===== src/rtl/decoder_ctrl.sv =====
// decoder_ctrl
// Sequencer for the constant-weight decoder path. Loads one message of N_CW
// codewords from the host into the codeword FIFO, pulses the decoder start,
// packs the serial decoded bits into OUT_W-bit words (first bit = MSB) and
// aborts the run through a watchdog if the decoder goes silent.
//
// Ports
//   clk, rst_b                 clock, synchronous active-low reset
//   go                         job start pulse (honoured only when idle)
//   host_data/valid/ready      codeword handshake from the host
//   fifo_din/wr_en/full        codeword FIFO write side
//   dec_start, dec_rst_b       decoder start pulse and decoder/FIFO reset
//   dec_bit/rdy/done           serial decoded bits and end-of-message
//   out_word/valid/last        packed output words to the host
//   busy, err_timeout          status: job active, watchdog abort pulse
//
// state | meaning
// IDLE  | waiting for go
// LOAD  | accepting N_CW codewords from the host into the FIFO
// START | one-cycle decoder start pulse
// RUN   | collecting decoded bits, watchdog armed
// FLUSH | emits the final (possibly partial) word, then back to IDLE
// ABORT | watchdog expired: decoder held in reset for one cycle
module decoder_ctrl #(
  parameter int CW_W    = 16,
  parameter int N_CW    = 10,
  parameter int OUT_W   = 8,
  parameter int TIMEOUT = 64
) (
  input  logic             clk,
  input  logic             rst_b,
  input  logic             go,
  input  logic [CW_W-1:0]  host_data,
  input  logic             host_valid,
  output logic             host_ready,
  output logic [CW_W-1:0]  fifo_din,
  output logic             fifo_wr_en,
  input  logic             fifo_full,
  output logic             dec_start,
  output logic             dec_rst_b,
  input  logic             dec_bit,
  input  logic             dec_rdy,
  input  logic             dec_done,
  output logic [OUT_W-1:0] out_word,
  output logic             out_valid,
  output logic             out_last,
  output logic             busy,
  output logic             err_timeout
);

  localparam int LCW = $clog2(N_CW + 1);
  localparam int BCW = (OUT_W > 1) ? $clog2(OUT_W) : 1;
  localparam int WDW = $clog2(TIMEOUT + 1);

  localparam logic [LCW-1:0] LOAD_FULL = LCW'(N_CW);
  localparam logic [LCW-1:0] LOAD_LAST = LCW'(N_CW - 1);
  localparam logic [BCW-1:0] BIT_LAST  = BCW'(OUT_W - 1);
  localparam logic [WDW-1:0] WDOG_LAST = WDW'(TIMEOUT - 1);

  typedef enum logic [2:0] {IDLE, LOAD, START, RUN, FLUSH, ABORT} state_t;

  state_t state, state_nxt;

  logic [LCW-1:0]   load_cnt;
  logic [BCW-1:0]   bit_cnt, bit_cnt_nxt;
  logic [OUT_W-1:0] shift_reg, shift_nxt, partial_word;
  logic [WDW-1:0]   wdog;
  logic             load_done, rdy_bit, word_full, wdog_expire;

  assign host_ready  = (state == LOAD) && !fifo_full && (load_cnt != LOAD_FULL);
  assign fifo_din    = host_data;
  assign fifo_wr_en  = host_valid && host_ready;
  assign load_done   = fifo_wr_en && (load_cnt == LOAD_LAST);

  assign dec_start   = (state == START);
  assign err_timeout = (state == ABORT);
  assign busy        = (state != IDLE);
  // Decoder reset follows the controller reset directly so it is asserted
  // for the whole time rst_b is low, not just from the next edge.
  assign dec_rst_b   = rst_b && (state != ABORT);

  assign rdy_bit     = (state == RUN) && dec_rdy;
  assign word_full   = rdy_bit && (bit_cnt == BIT_LAST);
  assign wdog_expire = (state == RUN) && !dec_rdy && !dec_done && (wdog == WDOG_LAST);

  // Shift/count view including the bit arriving this cycle, so a bit that
  // coincides with dec_done still lands in the final word.
  always_comb begin
    shift_nxt   = shift_reg;
    bit_cnt_nxt = bit_cnt;
    if (rdy_bit) begin
      shift_nxt   = (shift_reg << 1) | OUT_W'(dec_bit);
      bit_cnt_nxt = word_full ? '0 : bit_cnt + BCW'(1);
    end
  end

  // Partial word: the bit_cnt_nxt valid bits sit at the LSB end; move them
  // to the MSB end so the first bit stays at the top, zero-padded below.
  assign partial_word = shift_nxt << (OUT_W - int'(bit_cnt_nxt));

  always_ff @(posedge clk) begin
    if (!rst_b) state <= IDLE;
    else        state <= state_nxt;
  end

  always_comb begin
    state_nxt = state;
    case (state)
      IDLE:    if (go) state_nxt = LOAD;
      LOAD:    if (load_done) state_nxt = START;
      START:   state_nxt = RUN;
      RUN: begin
        if (dec_done)         state_nxt = FLUSH;
        else if (wdog_expire) state_nxt = ABORT;
      end
      FLUSH:   state_nxt = IDLE;
      ABORT:   state_nxt = IDLE;
      default: state_nxt = IDLE;
    endcase
  end

  always_ff @(posedge clk) begin
    if (!rst_b) begin
      load_cnt  <= '0;
      bit_cnt   <= '0;
      shift_reg <= '0;
      wdog      <= '0;
      out_word  <= '0;
      out_valid <= 1'b0;
      out_last  <= 1'b0;
    end else begin
      out_valid <= 1'b0;
      out_last  <= 1'b0;
      case (state)
        IDLE: begin
          if (go) begin
            load_cnt  <= '0;
            bit_cnt   <= '0;
            shift_reg <= '0;
            wdog      <= '0;
          end
        end
        LOAD: begin
          if (fifo_wr_en) load_cnt <= load_cnt + LCW'(1);
        end
        RUN: begin
          shift_reg <= shift_nxt;
          bit_cnt   <= bit_cnt_nxt;
          wdog      <= (dec_rdy || dec_done) ? '0 : wdog + WDW'(1);
          // Words are registered on the completing edge, so a word finished
          // or flushed on the dec_done edge is presented during FLUSH.
          if (word_full) begin
            out_word  <= shift_nxt;
            out_valid <= 1'b1;
            out_last  <= dec_done;
          end else if (dec_done && (bit_cnt_nxt != '0)) begin
            out_word  <= partial_word;
            out_valid <= 1'b1;
            out_last  <= 1'b1;
          end
        end
        ABORT: begin
          bit_cnt   <= '0;
          shift_reg <= '0;
          wdog      <= '0;
        end
        default: ;
      endcase
    end
  end

endmodule


===== config.mk =====
export PLATFORM = sky130hd
export DESIGN_NAME = decoder_ctrl
export DESIGN_NICKNAME = d
export VERILOG_FILES = /design/src/rtl/decoder_ctrl.sv
export SDC_FILE = /design/constraint.sdc
export NUM_CORES = 1
export LEC_CHECK = 0
export ABC_CLOCK_PERIOD_IN_PS = 2550
export BUFFER_PORTS_ARGS = -buffer_cell sky130_fd_sc_hd__buf_4
export CORE_ASPECT_RATIO = 1.2
export CORE_UTILIZATION = 49
export DETAILED_ROUTE_END_ITERATION = 16
export GPL_TIMING_DRIVEN = 0
export PLACE_DENSITY = 0.85
export SLEW_MARGIN = 25
export SYNTH_ARGS = -nofsm -noshare
export SYNTH_HDL_FRONTEND = slang
export SYNTH_SLANG_ARGS = --single-unit

===== constraint.sdc =====
create_clock -name clk -period 2.55 [get_ports clk]
set_input_delay 0.255 -clock clk [delete_from_list [all_inputs] [get_ports clk]]
set_output_delay 0.255 -clock clk [all_outputs]
set_load 0.01 [all_outputs]

==> flow_summary_export.csv <==
group,metric,value,unit
logic_synthesis,yosys_warnings,0,
timing,max_freq,399.6,MHz
hold_path,min_from,"dec_done",
timing,fin_crit,2.503,ns
placement,hpwlAfterDp,4549,um
power_and_ir_drop,p_comb_frac,0.190,
power_and_ir_drop,pwr-share-seq,0.483,
timing,fin_ws,0.04749,ns
power_and_ir_drop,p_switching,0.0003214,W
drt,dr_wl_met3,397,um
cts,cts_buffers,5,
logic_synthesis,synth_edf_count,0,
die,dieArea,5030,um2
drt,avgRoutedWirePerCell,15.88,um
drt,wl_met2,3294,um
placement,pre_cts_ws,-0.6322,ns
logic_synthesis,synth_top_cell_by_area,"dfxtp_1",
power_and_ir_drop,power.density,396.1,nW/um2
drt,routedLengthMet1,2476,um
cts,cts_root_buf,"clkbuf_8",
hold_path,worstHoldPathType,"in -> reg",
logic_synthesis,synth_cell_types,58,
grt,grt_pass1_wl,10030,um
drt,vias,2371,
cts,clk_latency,0.29,ns
logic_synthesis,syn_area_per_cell,8.025,um2
finish,utilization,0.6502,
run,drv_cap,0,
worst_setup_path,startpoint,"state[0]",
logic_synthesis,ys_top_cells_by_area,"dfxtp_1 30%, a21oi_1 5.6%, buf_4 5.5%",
finish,drive_gt1_frac,0.2899,
die,die_w,64.91,um
timing,relSlewSlack,0.5497,
worst_setup_path,crit_path_end_kind,"flop",
worst_setup_path,cp_data_arrival_time,2.74,ns
placement,routabilityCongestion,0.9600,
timing,clock_skew,0.006535,ns
cts,clk_pin_slew,0.07,ns
drt,viasPerCell,5.987,
finish,design_area,2965,um2
worst_setup_path,crit_type,"reg -> reg",
grt,antenna_found_initial,0,
worst_setup_path,path_max_fanout,10,
status,status,"finished, final reports clean",
drt,firstDrtPassIters,5,
logic_synthesis,syn_nets,322,
cts,cts_tree,"yes",
drt,top_layer,"met4",
die,die_h,77.50,um
die,floorplan.rows,27,
power_and_ir_drop,swShare,0.2737,
logic_synthesis,synth_seq_cells,35,
drt,drc_errors,0,
grt,grtUsageTotal,0.2541,
die,coreArea,4561,um2
logic_synthesis,synth_area,2327,um2
power_and_ir_drop,ir_drop,0.3102,mV
placement,placed_cell_area,2698,um2
timing,hold_viol_final,0,
timing,period_share,0.9814,
finish,final_nets,369,
worst_setup_path,r2r-start,"state[0]",
cts,cts.sinks,35,
worst_setup_path,worstPathRequired,2.79,ns
timing,worst_pin_slew,0.6684,ns
power_and_ir_drop,p_clk_frac,0.327,
logic_synthesis,seq_area_frac_synth,0.3011,
drt,wl,6287,um
timing,rsz0062_at_grt,"true",
logic_synthesis,netlist.area_leader.share,0.3011,
grt,grt_max_degree,20,
power_and_ir_drop,p_int,0.0008530,W
finish,num_antenna_cells,0,
cts,clk_path_buf_depth,2,
timing,setup_viol,0,
placement,dp.cells,387,
grt,grt_pass1_vias,2152,
grt,gr-total-overflow,0,
logic_synthesis,syn_inst,290,
worst_setup_path,critPathLaunchType,"flop",
cts,cts_htree_levels,2,
drt,drt_iter0_drc,206,
finish,final_cells,396,
finish,area_growth,27.42,%
logic_synthesis,synthArstFlopShare,0,
logic_synthesis,ys.flop_type,"dfxtp_1",
placement,numPortBuffers,39,
drt,ant_nets,0,
die,start_util,0.5103,
timing,slew_violations,0,
power_and_ir_drop,leakagePower,1.149,nW
die,io_pins,56,
==> power groups by stage <==
stage	Combinational, W	Sequential (W)	Clock, W
floorplan	0.000139	0.000576	0
global placement	0.000204	0.000578	0
detailed placement	0.000210	0.000578	0
CTS	0.000214	0.000565	0.000399
global route	0.000241	0.000568	0.000420
finish	0.000223	0.000567	0.000384
==> kinds of logic after synthesis <==
group,after synthesis,synth area share
xor gates and xnor gates,8,0.03011
AOI/OAI and AO/OA,79,0.2350
adders and majority gates,8,0.04301
buffers and inverters,45,0.1059
and+or+nand+nor,106,0.2446
DFF,35,0.3011
muxes,9,0.04032
==> path summary, 6_finish.rpt <==
check / end / slack (ns) / depth (start not counted)
hold reg to reg: wdog[1] / 0.49 / 2
setup / recovery: out_word[7] / 0.05 / 11
hold / removal: state[2] / 0.27 / 3
setup reg to reg: out_word[7] / 0.05 / 11
==> critical path, stage by stage, from the launching register on <==
cell,delay [ns]
dfxtp_2,0.33
buf_6,0.13
nand4b_1,0.15
buf_6,0.17
buf_4,0.15
a21oi_1,0.18
ha_2,0.23
ha_4,0.24
a21oi_4,0.15
o2111ai_4,0.16
a2111oi_4,0.40
a311o_1,0.16
==> per-layer routing <==
layer,global-route usage,vias up
met3,0.04853,16
met5,0,-
li1,-,1131
met1,0.3078,1126
met4,0.1111,0
met2,0.4281,98
==> synth_stat cells (2+ instances only) <==
| cell | number |
|---|---|
| a2111oi_0 | 2 |
| buf_4 | 17 |
| o21ai_0 | 12 |
| mux2i_1 | 6 |
| o211ai_1 | 2 |
| nand3b_1 | 3 |
| o2111ai_1 | 2 |
| ha_1 | 8 |
| a31oi_1 | 2 |
| xnor2_1 | 2 |
| nor3_1 | 10 |
| a211o_1 | 3 |
| a21oi_1 | 26 |
| or3_1 | 4 |
| nand4b_1 | 3 |
| nand3_1 | 9 |
| mux2_2 | 3 |
| inv_1 | 11 |
| nor3b_1 | 6 |
| nand2b_1 | 6 |
| o31ai_1 | 2 |
| buf_2 | 5 |
| o221ai_1 | 2 |
| clkbuf_1 | 10 |
| nor2b_1 | 4 |
| nand4_1 | 3 |
| nor2_1 | 34 |
| nand2_1 | 10 |
| dfxtp_1 | 35 |
| a22oi_1 | 3 |
| xor2_1 | 6 |
| a22o_1 | 7 |
| and3_1 | 3 |
| and2_1 | 5 |
==> through the flow <==
step	hold slack (ns)	setup TNS (ns)	power [W]
6_report	0.2739	0	0.001174
2_1_floorplan	0.3942	0	0.0007155
3_3_place_gp	0.4647	-1.773	0.0007818
3_5_place_dp	0.4757	-2.203	0.0007878
4_1_cts	0.2565	-0.02096	0.001179
5_1_grt	0.2820	-0.04003	0.001229
==> timing repair <==
action | 4_1_cts | 5_1_grt
hold buffers | 0 | 0
setup buffers | 2 | 5
resized for setup | 15 | 20
endpoints found under the setup margin | 9 | 5
pin swaps | 4 | 4
==> layout make-up <==
type,count,area (um2)
Inverter,12,45.04
Buffer,27,201.4
Clock buffer,7,76.32
Timing Repair Buffer,46,345.3
Clock inverter,1,5.005
Tap cell,58,72.57
Multi-Input combinational cell,210,1516
Fill cell,386,1595
Sequential cell,35,703.2
==> placed cells by master, fill, tap and decap left out, drive strengths merged, types with 2 or more instances in the layout <==
cell type / n
buf: 69
dfxtp: 35
nor2: 34
a21oi: 26
o21ai: 13
inv: 11
clkbuf: 11
nand2: 10
nor3: 10
nand3: 9
ha: 8
a22o: 7
xor2: 6
nand2b: 6
nor3b: 6
mux2i: 6
and2: 5
or3: 4
nor2b: 4
nand4b: 3
nand3b: 3
a211o: 3
a22oi: 3
and3: 3
nand4: 3
mux2: 3
o211ai: 2
o31ai: 2
xnor2: 2
a31oi: 2
o221ai: 2
clkinv: 2
o2111ai: 2
a2111oi: 2
No activity file was read; power rests on OpenSTA's default activity.
